===== src/rtl/vram_scanner_if.sv =====
// Video read port and raster output bundle between vram_scanner and its memory/display neighbours.
interface vram_scanner_if;
  logic       enable;
  logic [7:0] vaddr;
  logic [7:0] vdata;
  logic       pixel;
  logic       de;
  logic       hsync_n;
  logic       vsync_n;
  logic       frame_start;

  modport master (
    input  enable, vdata,
    output vaddr, pixel, de, hsync_n, vsync_n, frame_start
  );

  modport slave (
    output enable, vdata,
    input  vaddr, pixel, de, hsync_n, vsync_n, frame_start
  );
endinterface


===== src/rtl/vram_scanner.sv =====
// Raster timing plus 1-bpp framebuffer walk; pixel/de/sync registered one enabled step after the position.
// All state advances only when enable is high; vaddr always holds the byte for the current position.
module vram_scanner #(
  parameter logic [7:0] FB_BASE      = 8'hE0,
  parameter int         FB_W         = 16,
  parameter int         FB_H         = 16,
  parameter int         SCALE        = 2,
  parameter int         H_TOTAL      = 40,
  parameter int         H_SYNC_START = 34,
  parameter int         H_SYNC_END   = 37,
  parameter int         V_TOTAL      = 36,
  parameter int         V_SYNC_START = 33,
  parameter int         V_SYNC_END   = 34
) (
  input logic             clock,
  input logic             reset,
  vram_scanner_if.master  vif
);

  localparam int ACT_W = FB_W * SCALE;
  localparam int ACT_H = FB_H * SCALE;
  localparam int BPL   = FB_W / 8;
  localparam int HW    = (H_TOTAL > 1) ? $clog2(H_TOTAL) : 1;
  localparam int VW    = (V_TOTAL > 1) ? $clog2(V_TOTAL) : 1;

  logic [HW-1:0] hcount_q, hcount_d;
  logic [VW-1:0] vcount_q, vcount_d;
  logic [7:0]    vaddr_q, vaddr_d;
  logic          pixel_q, pixel_d;
  logic          de_q, de_d;
  logic          hsync_n_q, hsync_n_d;
  logic          vsync_n_q, vsync_n_d;
  logic          frame_start_q, frame_start_d;

  int            h, v, hn, vn, px, addr;
  logic          active;
  logic [2:0]    bit_idx;

  always_comb begin
    h    = int'(hcount_q);
    v    = int'(vcount_q);
    hn   = h + 1;
    vn   = v;
    if (hn >= H_TOTAL) begin
      hn = 0;
      vn = (v >= V_TOTAL - 1) ? 0 : v + 1;
    end

    active  = (h < ACT_W) && (v < ACT_H);
    px      = h / SCALE;
    bit_idx = 3'(7 - (px % 8));

    // Address for the next position; blanking parks on the next active line's first byte.
    if ((hn < ACT_W) && (vn < ACT_H)) begin
      addr = int'(FB_BASE) + (vn / SCALE) * BPL + (hn / SCALE) / 8;
    end else if ((vn < ACT_H) && (vn + 1 < ACT_H)) begin
      addr = int'(FB_BASE) + ((vn + 1) / SCALE) * BPL;
    end else begin
      addr = int'(FB_BASE);
    end

    hcount_d      = HW'(hn);
    vcount_d      = VW'(vn);
    vaddr_d       = 8'(addr);
    de_d          = active;
    pixel_d       = active & vif.vdata[bit_idx];
    hsync_n_d     = !((h >= H_SYNC_START) && (h < H_SYNC_END));
    vsync_n_d     = !((v >= V_SYNC_START) && (v < V_SYNC_END));
    frame_start_d = (h == 0) && (v == 0);
  end

  always_ff @(posedge clock) begin
    if (reset) begin
      hcount_q      <= '0;
      vcount_q      <= '0;
      vaddr_q       <= FB_BASE;
      pixel_q       <= 1'b0;
      de_q          <= 1'b0;
      hsync_n_q     <= 1'b1;
      vsync_n_q     <= 1'b1;
      frame_start_q <= 1'b0;
    end else if (vif.enable) begin
      hcount_q      <= hcount_d;
      vcount_q      <= vcount_d;
      vaddr_q       <= vaddr_d;
      pixel_q       <= pixel_d;
      de_q          <= de_d;
      hsync_n_q     <= hsync_n_d;
      vsync_n_q     <= vsync_n_d;
      frame_start_q <= frame_start_d;
    end
  end

  assign vif.vaddr       = vaddr_q;
  assign vif.pixel       = pixel_q;
  assign vif.de          = de_q;
  assign vif.hsync_n     = hsync_n_q;
  assign vif.vsync_n     = vsync_n_q;
  assign vif.frame_start = frame_start_q;

endmodule


===== src/flat_wrapper.sv =====
// flat-port wrapper written by rule: the top's interface ports become plain ports
module vram_scanner_flat 
#(
  parameter logic [7:0] FB_BASE      = 8'hE0,
  parameter int         FB_W         = 16,
  parameter int         FB_H         = 16,
  parameter int         SCALE        = 2,
  parameter int         H_TOTAL      = 40,
  parameter int         H_SYNC_START = 34,
  parameter int         H_SYNC_END   = 37,
  parameter int         V_TOTAL      = 36,
  parameter int         V_SYNC_START = 33,
  parameter int         V_SYNC_END   = 34
)
  (clock, reset, vif_enable, vif_vdata, vif_vaddr, vif_pixel, vif_de, vif_hsync_n, vif_vsync_n, vif_frame_start);
  vram_scanner_if vif_i ();
  input logic clock;
  input logic reset;
  input wire logic [$bits(vif_i.enable)-1:0] vif_enable;
  input wire logic [$bits(vif_i.vdata)-1:0] vif_vdata;
  output wire logic [$bits(vif_i.vaddr)-1:0] vif_vaddr;
  output wire logic [$bits(vif_i.pixel)-1:0] vif_pixel;
  output wire logic [$bits(vif_i.de)-1:0] vif_de;
  output wire logic [$bits(vif_i.hsync_n)-1:0] vif_hsync_n;
  output wire logic [$bits(vif_i.vsync_n)-1:0] vif_vsync_n;
  output wire logic [$bits(vif_i.frame_start)-1:0] vif_frame_start;
  assign vif_i.enable = vif_enable;
  assign vif_i.vdata = vif_vdata;
  assign vif_vaddr = vif_i.vaddr;
  assign vif_pixel = vif_i.pixel;
  assign vif_de = vif_i.de;
  assign vif_hsync_n = vif_i.hsync_n;
  assign vif_vsync_n = vif_i.vsync_n;
  assign vif_frame_start = vif_i.frame_start;
  vram_scanner #(.FB_BASE(FB_BASE), .FB_W(FB_W), .FB_H(FB_H), .SCALE(SCALE), .H_TOTAL(H_TOTAL), .H_SYNC_START(H_SYNC_START), .H_SYNC_END(H_SYNC_END), .V_TOTAL(V_TOTAL), .V_SYNC_START(V_SYNC_START), .V_SYNC_END(V_SYNC_END)) u_core (.clock(clock), .reset(reset), .vif(vif_i));
endmodule

===== config.mk =====
export PLATFORM = sky130hd
export DESIGN_NAME = vram_scanner_flat
export DESIGN_NICKNAME = d
export VERILOG_FILES = /design/src/rtl/vram_scanner_if.sv /design/src/rtl/vram_scanner.sv /design/src/flat_wrapper.sv
export SDC_FILE = /design/constraint.sdc
export NUM_CORES = 1
export LEC_CHECK = 0
export BUFFER_PORTS_ARGS = -buffer_cell sky130_fd_sc_hd__buf_2
export CAP_MARGIN = 30
export CORE_MARGIN = 2
export CORE_UTILIZATION = 60
export CTS_CLUSTER_DIAMETER = 60
export DETAILED_ROUTE_END_ITERATION = 10
export GPL_TIMING_DRIVEN = 1
export MAX_ROUTING_LAYER = met4
export PLACE_DENSITY_LB_ADDON = 0.2
export SYNTH_ARGS = -nofsm -noshare
export SYNTH_HDL_FRONTEND = slang
export SYNTH_SLANG_ARGS = --single-unit

===== constraint.sdc =====
create_clock -name clock -period 5.1 [get_ports clock]
set_input_delay 0.765 -clock clock [delete_from_list [all_inputs] [get_ports clock]]
set_output_delay 0.765 -clock clock [all_outputs]
set_load 0.03 [all_outputs]

==> results of run 1 <==
-- worst paths after layout --
path                          to  slack [ps]           startpoint
max          u_core.vif.vaddr[7]        1720   u_core.hcount_q[1]
min          u_core.vif.vaddr[0]         470  u_core.vif.vaddr[0]
max reg2reg  u_core.vif.vaddr[7]        1720   u_core.hcount_q[1]
min reg2reg  u_core.vif.vaddr[0]         470  u_core.vif.vaddr[0]
-- layout make-up --
cell class                 count  area, um2
multi-input combinational    179       1260
clock inverter                 1       5.00
sequential                    25        500
tap                           44       55.1
clock buffer                   3       22.5
timing repair buffer          23        115
inverter                      10       37.5
fill                         280       1050
-- per-layer routing --
| layer | wire [um] | GRT usage, % | part of all wire, % |
|---|---|---|---|
| met1 | 2000 | 31.1 | 48 |
| met2 | 2000 | 43.0 | 48 |
| met3 | 102 | 3.20 | 2.5 |
| met4 | 36 | 5.59 | 0.87 |
| met5 | 0 | - | 0 |
-- stage by stage --
step / util [%] / hold slack, ps / power, mW
detailed placement: 64.6 / 458 / 0.287
finish: 65.5 / 471 / 0.376
global route: 65.5 / 495 / 0.393
CTS: 65.5 / 477 / 0.379
global placement: 64.6 / 444 / 0.286
floorplan: - / 501 / 0.273
-- power by group --
part	total [mW]	internal (mW)	leakage, nW	switching, mW
logic	0.0690	0.0264	0.549	0.0426
clock network	0.0931	0.0295	0.0177	0.0636
registers	0.214	0.203	0.205	0.0102
total	0.376	0.259	0.771	0.116
-- logic make-up after synthesis --
group | share of synthesized area [%]
flops | 26.0
xor+xnor | 1.36
fa+ha+maj | 8.84
compound gates | 25.2
mux | 4.87
buf+inv | 8.51
other cells | 0.390
simple gates | 24.8
-- cells in the final DEF (no fill, tap or decap), types with 2 or more instances in the layout --
cell type and instances:
o21ai_0 10, nand4_1 2, nor2_1 24, a221oi_1 2, mux2i_1 3, nand3_1 14, clkbuf_4 3, nor3_1 8
a211o_1 2, a41oi_1 2, ha_1 12, dfxtp_1 25, conb_1 3, xor2_1 3, or4_1 2, and2_1 5
a221o_1 4, buf_2 23, mux4_1 2, nor2b_1 2, nor4_1 5, nand2_1 26, a21o_2 2, inv_1 10
a21oi_1 13, o31ai_1 3
-- worst register-to-register path: cells and delay by family, from the launching register on --
family	cells	cell delay [ps]
compound gates	3	1130
xor+xnor	1	200
fa+ha+maj	3	780
flops	1	520
simple gates	4	660
-- flip-flops by register name, summed over array words and instances, names as in the netlist --
| signal | count |
|---|---|
| u_core.hcount_q | 6 |
| u_core.vif.hsync_n | 1 |
| u_core.vif.frame_start | 1 |
| u_core.vif.vsync_n | 1 |
| u_core.vcount_q | 6 |
| u_core.vif.pixel | 1 |
| u_core.vif.de | 1 |
| u_core.vif.vaddr | 8 |
==> summary.txt, run 1 <==
Root Driver = clkbuf_4
synth unique cells = 59
Crit Path Category = reg2reg
die span in x = 60.7 um
DR vias = 1699
actual slew at the worst max-slew pin = 705 ps
most frequent cell after synthesis = nand2_1
grt ovf = 0
Synth Flop Type = dfxtp_1
Synth Cell Area = 1930 um2
die area = 3680 um2
post-synthesis cell type with the largest combined area = dfxtp_1
Routed Wire Length = 4140 um
Post-route DRC = 0
DPL Wire Length = 3010 um
initial antenna violation count = 0
CP cell instances = ha_1, nand2b_1, o211ai_4, and2_4, o41ai_4, nand3_1, xor2_1, ha_1, ha_1, nand2_1, a221o_1
Synth area leaders = dfxtp_1, ha_1, nand2_1, nor2_1, nand3_1
routed length per instance = 14.5 um
Post-CTS Resized = 0
final layout net count = 266
Max-slew headroom = 52.8%
peak fanout along the critical path = 12
Post-Syn Instances = 233
period utilisation layout = 66.2%
Non-Filler Instances = 285
Boundary Pins = 24
#FFs+latches synth = 25
DP Cell Count = 281
design area = 2000 um2
max-slew violations = 0
Hold Path Cell Cnt = 2
Seq/Total Area, Yosys = 26.0%
Clock Skew = 1.88 ps
hold_buf cts = 0
fmax = 296 MHz
Most common cell on crit path = ha_1
proportion of layout cells with a drive suffix above 1 = 17.4%
WP data arrival = 3620 ps
DR pass1 iterations = 4
FFs w/ async S/R, synth = 0%
GR Util All Layers = 24.9%
Setup WS post-layout = 1720 ps
site row count = 20
first-pass GRT wire length = 6730 um
HP Class = reg2reg
Max-Cap Viols = 0
Final setup viols = 0
Worst path depth = 11
final hold viol count = 0
Initial Utilization = 63.1%
status = completed
slowest CP cell = o41ai_4
pre-CTS WS = 1750 ps
CP Data Required Time = 5340 ps
RSZ-0062 raised after global routing = no
n_diodes = 0
Yosys top cell area share = 26.0%
post-route minimum period = 3380 ps
delay-heaviest family, CP = compound AO/OA/AOI/OAI gates
CP peak stage delay = 690 ps
Reg clk slew, reported paths = 140 ps
startpoint types = flip-flop
synth warn = 0
Sink Count = 25
total CTS buffers = 3
Core Area = 3050 um2
postcts setup bufs = 0
Setup crit end kind = flip-flop
Pwr Density = 188 nW/um2
LEAKAGE = 0.771 nW
area growth from synthesis to layout = 3.90%
pin count of the biggest net entering global routing = 24
CP Buf/Inv Count = 0
Total Neg Setup Slack = 0 ps
vias per inst = 5.96
Mean Syn Cell Area = 8.26 um2
commonest cells in the netlist = nand2_1, dfxtp_1, nor2_1
DRT iter0 DRCs = 49
Die Span Y = 60.7 um
antenna-violating nets left = 0
CTS tree = yes
Final Wtd Congestion = 0.878
htree depth = 1
Longest Clk Path Bufs = 2
vias in the first global route = 1480
worst vdd ir = 0.000115 V
number of enable flip-flop cells after synthesis = 0
PortBufs = 23
worst-skew pair later-pin latency = 330 ps
DP Area = 1970 um2
FF-to-FF path depth = 11
No activity file was read; power rests on OpenSTA's default activity.
==> run 2, diff against run 1 <==
ABC_AREA = 1   (was unset)
CORE_UTILIZATION = 52   (was 60)
clock period = 3 ns   (was 5.1 ns; I/O delays follow)
==> run 2 against run 1 <==
First-iteration DRC count increased by 69%. Area after synthesis is 7.0% lower. Via count fell by 2.1%. Final cell count rose by 15%. Largest cell class unchanged. Sequential power rose by 71%. Fmax grew 27%. Utilization shrank 6.4 points. Design area down 2.2%. Sequential share of layout area is 0.62 points higher. Critical path depth increased by 4.
==> summary.txt, run 2 <==
status = completed (unchanged)
Core Area = 3310 um2 (was 3050 um2)
Setup crit end kind = flip-flop (unchanged)
Seq/Total Area, Yosys = 27.9% (was 26.0%)
Sink Count = 25 (unchanged)
most common cell after layout, fill and taps aside = nand2_1 (unchanged)
Setup WS post-layout = 348 ps (was 1720 ps)
peak fanout along the critical path = 12 (unchanged)
Yosys top cell area share = 27.9% (was 26.0%)
Boundary Pins = 24 (unchanged)
PortBufs = 23 (unchanged)
Layout fillers = 351 (was 280)
Max-Cap Viols = 0 (unchanged)
initial antenna violation count = 0 (unchanged)
Synth area leaders = dfxtp_1, nand2_1, ha_1, inv_1, o21ai_0 (was dfxtp_1, ha_1, nand2_1, nor2_1, nand3_1)
post-route minimum period = 2650 ps (was 3380 ps)
Crit Path Category = reg2reg (unchanged)
Synth Flop Type = dfxtp_1 (unchanged)
site row count = 21 (was 20)
vias per inst = 5.09 (was 5.96)
Reg clk slew, reported paths = 140 ps (about the same)
Initial Utilization = 54.1% (was 63.1%)
fmax = 377 MHz (was 296 MHz)
Hold WS = 430 ps (was 471 ps)
Post-route DRC = 0 (unchanged)
Synth Cell Area = 1790 um2 (was 1930 um2)
WP data arrival = 2880 ps (was 3620 ps)
FFs w/ async S/R, synth = 0% (unchanged)
grt ovf = 0 (unchanged)
area growth from synthesis to layout = 9.22% (was 3.90%)
DR vias = 1663 (was 1699)
max-slew violations = 0 (unchanged)
total CTS buffers = 3 (unchanged)
Post-Syn Instances = 261 (was 233)
#FFs+latches synth = 25 (unchanged)
LEAKAGE = 0.925 nW (was 0.771 nW)
Final setup viols = 0 (unchanged)
Post-CTS Resized = 0 (unchanged)
Pwr Density = 342 nW/um2 (was 188 nW/um2)
CTS tree = yes (unchanged)
commonest cells in the netlist = nand2_1, inv_1, dfxtp_1 (was nand2_1, dfxtp_1, nor2_1)
vias in the first global route = 1623 (was 1480)
postcts setup bufs = 0 (unchanged)
hold_buf cts = 0 (unchanged)
antenna-violating nets left = 0 (unchanged)
DR pass1 iterations = 4 (unchanged)
Root Driver = clkbuf_4 (unchanged)
CP Data Required Time = 3230 ps (was 5340 ps)
worst-skew pair later-pin latency = 310 ps (was 330 ps)
max reg flops = 8 (unchanged)
most frequent cells in the layout = nand2_1, inv_1, dfxtp_1 (was nand2_1, dfxtp_1, nor2_1, buf_2, nand3_1)
period utilisation layout = 88.4% (was 66.2%)
most frequent cell after synthesis = nand2_1 (unchanged)
pre-CTS WS = 281 ps (was 1750 ps)
RSZ-0062 raised after global routing = no (unchanged)
proportion of layout cells with a drive suffix above 1 = 19.9% (was 17.4%)
n_diodes = 0 (unchanged)
pin count of the biggest net entering global routing = 22 (was 24)
die span in x = 62.7 um (was 60.7 um)
GR Util All Layers = 21.5% (was 24.9%)
Clock Skew = 2.25 ps (was 1.88 ps)
Mean Syn Cell Area = 6.86 um2 (was 8.26 um2)
Overall Power = 670 uW (was 376 uW)
die area = 3930 um2 (was 3680 um2)
htree depth = 1 (unchanged)
post-synthesis cell type with the largest combined area = dfxtp_1 (unchanged)
Die Span Y = 62.7 um (was 60.7 um)
worst vdd ir = 0.000195 V (was 0.000115 V)
DRT iter0 DRCs = 83 (was 49)
final hold viol count = 0 (unchanged)
final layout net count = 306 (was 266)
Final Wtd Congestion = 0.898 (was 0.878)
Longest Clk Path Bufs = 2 (unchanged)
startpoint types = flip-flop (unchanged)
HP Class = in2reg (was reg2reg)
DPL Wire Length = 2970 um (was 3010 um)
routed length per instance = 11.6 um (was 14.5 um)
Routed Wire Length = 3800 um (was 4140 um)
Total Neg Setup Slack = 0 ps (unchanged)
number of enable flip-flop cells after synthesis = 0 (unchanged)
first-pass GRT wire length = 6750 um (was 6730 um)
synth warn = 0 (unchanged)
synth unique cells = 35 (was 59)
==> run 2: changes by cell type in the layout (fill, tap and decap cells not counted), moves of 4 or more <==
cell	before	now
a21oi_1	13	21
a221o_1	4	0
and2_1	5	0
inv_1	10	34
nand2_1	26	45
nand2_2	0	11
nand4_1	2	8
nor3_1	8	2
nor4_1	5	1
o21ai_0	10	23
==> run 2: metrics by stage <==
| stage | instance area, um2 | instances | utilization, % |
|---|---|---|---|
| floorplan | 1800 | 262 | - |
| global placement | 1930 | 323 | 58.2 |
| detailed placement | 1930 | 323 | 58.2 |
| CTS | 1960 | 327 | 59.1 |
| global route | 1960 | 327 | 59.1 |
| finish | 1960 | 327 | 59.1 |
==> run 2: worst paths after layout <==
| check | start | to | slack, ps | cells past startpoint |
|---|---|---|---|---|
| worst max-delay path | u_core.hcount_q[3] | u_core.vif.vaddr[3] | 350 | 15 |
| worst min register to register | u_core.vif.vaddr[0] | u_core.vif.vaddr[0] | 480 | 2 |
| worst min-delay path | reset | u_core.hcount_q[1] | 430 | 2 |
| worst max register to register | u_core.hcount_q[3] | u_core.vif.vaddr[3] | 350 | 15 |
==> run 2: cells by family (layout without fill, tap and decap cells) <==
logic type / Yosys count / in the layout / synth area share, %
compound gates: 58 / 58 / 18.6
fa+ha+maj: 13 / 13 / 9.50
buf+inv: 46 / 65 / 10.7
flops: 25 / 25 / 27.9
simple gates: 113 / 113 / 30.9
other cells: 2 / 3 / 0.419
xor+xnor: 4 / 4 / 1.96
==> run 2: area by class of cell <==
cell class	instances	area (um2)	area share [%]
Clock buffer	3	22.5	1.15
Inverter	37	141	7.23
Clock inverter	1	7.51	0.384
Multi-Input combinational cell	191	1100	56.4
Timing Repair Buffer	24	123	6.27
Tap cell	46	57.6	2.94
Sequential cell	25	502	25.6
==> run 2: metal layers <==
metal	global-route usage [%]	share of wire (%)
met5	-	0
met4	6.67	1.4
met3	2.88	2.4
met2	37.4	48
met1	25.8	48
==> run 2: where the power goes <==
part           internal [mW]  switching, mW  total, mW
registers              0.350         0.0153      0.365
logic                 0.0498         0.0983      0.148
clock network         0.0508          0.106      0.157
==> run 2: worst max-delay path: stages (launching register included) <==
cell	delay, ps
dfxtp_1	530
nand2_1	120
inv_1	100
nand4_1	210
nand2_4	250
inv_1	100
nand2_1	120
inv_1	100
ha_1	230
fa_1	420
inv_1	70
nand2_1	50
nand3_1	70
nand2_1	50
nor2_1	100
nor2_1	40
==> run 3, diff against run 2 <==
RECOVER_POWER = 50   (was unset)
==> run 3 against run 2 <==
Total power down 0.54%. Global-route usage did not move. Utilization down 0.64 points. Count of clock-buffer cells in the layout did not move. Design area shrank 1.1%. Combinational power decreased by 3%. Clock skew is essentially flat. Die area unchanged. Critical endpoint unchanged. Final cell count did not move. Via count rose by 0.12%. Critical path depth unchanged. Highest routed layer unchanged. Non-clock buffer count did not move.
==> summary.txt, run 3 (synthesis results as in run 2) <==
status = completed (unchanged)
startpoint types = flip-flop (unchanged)
DR vias = 1665 (was 1663)
Die Span Y = 62.7 um (unchanged)
GR Util All Layers = 21.5% (unchanged)
hold_buf cts = 0 (unchanged)
grt ovf = 0 (unchanged)
worst-skew pair later-pin latency = 320 ps (was 310 ps)
pin count of the biggest net entering global routing = 22 (unchanged)
HP Class = in2reg (unchanged)
fmax = 374 MHz (was 377 MHz)
die span in x = 62.7 um (unchanged)
Longest Clk Path Bufs = 2 (unchanged)
final hold viol count = 0 (unchanged)
Initial Utilization = 54.1% (unchanged)
Core Area = 3310 um2 (unchanged)
worst vdd ir = 0.000193 V (was 0.000195 V)
final core occ = 58.5% (was 59.1%)
first-pass GRT wire length = 6750 um (unchanged)
Reg clk slew, reported paths = 140 ps (about the same)
Post-route DRC = 0 (unchanged)
period utilisation layout = 89.0% (was 88.4%)
wire length on met1 = 1790 um (was 1840 um)
Max-Cap Viols = 0 (unchanged)
Max-slew headroom = 45.9%
proportion of layout cells with a drive suffix above 1 = 14.6% (was 19.9%)
htree depth = 1 (unchanged)
CP Data Required Time = 3230 ps (about the same)
WP data arrival = 2900 ps (was 2880 ps)
n_diodes = 0 (unchanged)
Routed Wire Length = 3790 um (was 3800 um)
DRT iter0 DRCs = 71 (was 83)
DR WL met3 = 108 um (was 93 um)
most frequent cells in the layout = nand2_1, inv_1, dfxtp_1, nor2_1, o21ai_0 (was nand2_1, inv_1, dfxtp_1)
Final Wtd Congestion = 0.898 (unchanged)
area growth from synthesis to layout = 8.03% (was 9.22%)
DP Area = 1930 um2 (unchanged)
site row count = 21 (unchanged)
post-route minimum period = 2670 ps (was 2650 ps)
metal2 WL = 1830 um (was 1820 um)
DPL Wire Length = 2970 um (unchanged)
LEAKAGE = 0.879 nW (was 0.925 nW)
die area = 3930 um2 (unchanged)
PortBufs = 23 (unchanged)
routed length per instance = 11.6 um (about the same)
initial antenna violation count = 0 (unchanged)
max reg flops = 8 (unchanged)
Crit Path Category = reg2reg (unchanged)
Root Driver = clkbuf_4 (unchanged)
Setup crit end kind = flip-flop (unchanged)
peak fanout along the critical path = 12 (unchanged)
Pwr Density = 344 nW/um2 (was 342 nW/um2)
RSZ-0062 raised after global routing = no (unchanged)
DR pass1 iterations = 5 (was 4)
Boundary Pins = 24 (unchanged)
most common cell after layout, fill and taps aside = nand2_1 (unchanged)
max-slew violations = 0 (unchanged)
Sink Count = 25 (unchanged)
Total Neg Setup Slack = 0 ps (unchanged)
Layout fillers = 359 (was 351)
actual slew at the worst max-slew pin = 811 ps
antenna-violating nets left = 0 (unchanged)
vias per inst = 5.09 (about the same)
register area = 502 um2 (unchanged)
final layout net count = 306 (unchanged)
design area = 1940 um2 (was 1960 um2)
highest metal used = met4 (unchanged)
Final setup viols = 0 (unchanged)
Clock Skew = 2.18 ps (was 2.25 ps)
total CTS buffers = 3 (unchanged)
area of the multi-input gates = 1100 um2 (unchanged)
vias in the first global route = 1623 (unchanged)
CTS tree = yes (unchanged)
run 3: cell types whose count changed in the layout (fill, tap and decap cells not counted):
cell | before | now
buf_2 | 23 | 9
buf_4 | 1 | 0
clkbuf_1 | 0 | 15
run 3: metrics by stage:
step | setup slack [ps] | power [mW] | std cells | hold slack [ps]
3_5_place_dp | 281 | 0.520 | 323 | 457
5_1_grt | 52.9 | 0.714 | 327 | 403
2_1_floorplan | 506 | 0.481 | 262 | 521
3_3_place_gp | 361 | 0.520 | 323 | 452
4_1_cts | 254 | 0.675 | 327 | 425
6_report | 329 | 0.666 | 327 | 435
run 3: path summary, 6_finish.rpt:
path | depth (start not counted) | endpoint | startpoint | slack [ps]
worst max register to register | 15 | u_core.vif.vaddr[3] | u_core.hcount_q[3] | 330
worst max-delay path | 15 | u_core.vif.vaddr[3] | u_core.hcount_q[3] | 330
worst min-delay path | 2 | u_core.hcount_q[1] | reset | 430
worst min register to register | 2 | u_core.vif.vaddr[0] | u_core.vif.vaddr[0] | 480
run 3: per-layer routing:
metal	GRT usage, %	vias up
met5	-	-
met1	25.8	749
met3	2.88	6
met2	37.4	21
met4	6.67	0
li1	-	889
run 3: cell type report:
type                    count  share of cell area (%)
multi-input cells         191                    57.0
flip-flops and latches     25                    25.9
inverters                  37                    7.30
repair buffers             24                    5.24
well taps                  46                    2.97
clock buffers               3                    1.16
clock inverters             1                   0.388
run 3: repair_timing:
action	4_1_cts	5_1_grt
setup buffers	0	0
gates resized for setup	0	1
setup endpoints to repair	0	1
run 3: critical path, stage by stage, from the launching register on:
cell,delay (ps)
dfxtp_1,530
nand2_1,120
inv_1,100
nand4_1,210
nand2_4,250
inv_1,100
nand2_1,120
inv_1,100
ha_1,230
fa_1,420
inv_1,70
nand2_1,50
nand3_1,70
nand2_1,50
nor2_1,120
nor2_1,40
run 3: report_power, final:
| part | leakage, nW | internal, mW | switching [mW] |
|---|---|---|---|
| registers | 0.206 | 0.350 | 0.0156 |
| clock network | 0.0139 | 0.0508 | 0.106 |
| logic | 0.659 | 0.0461 | 0.0981 |
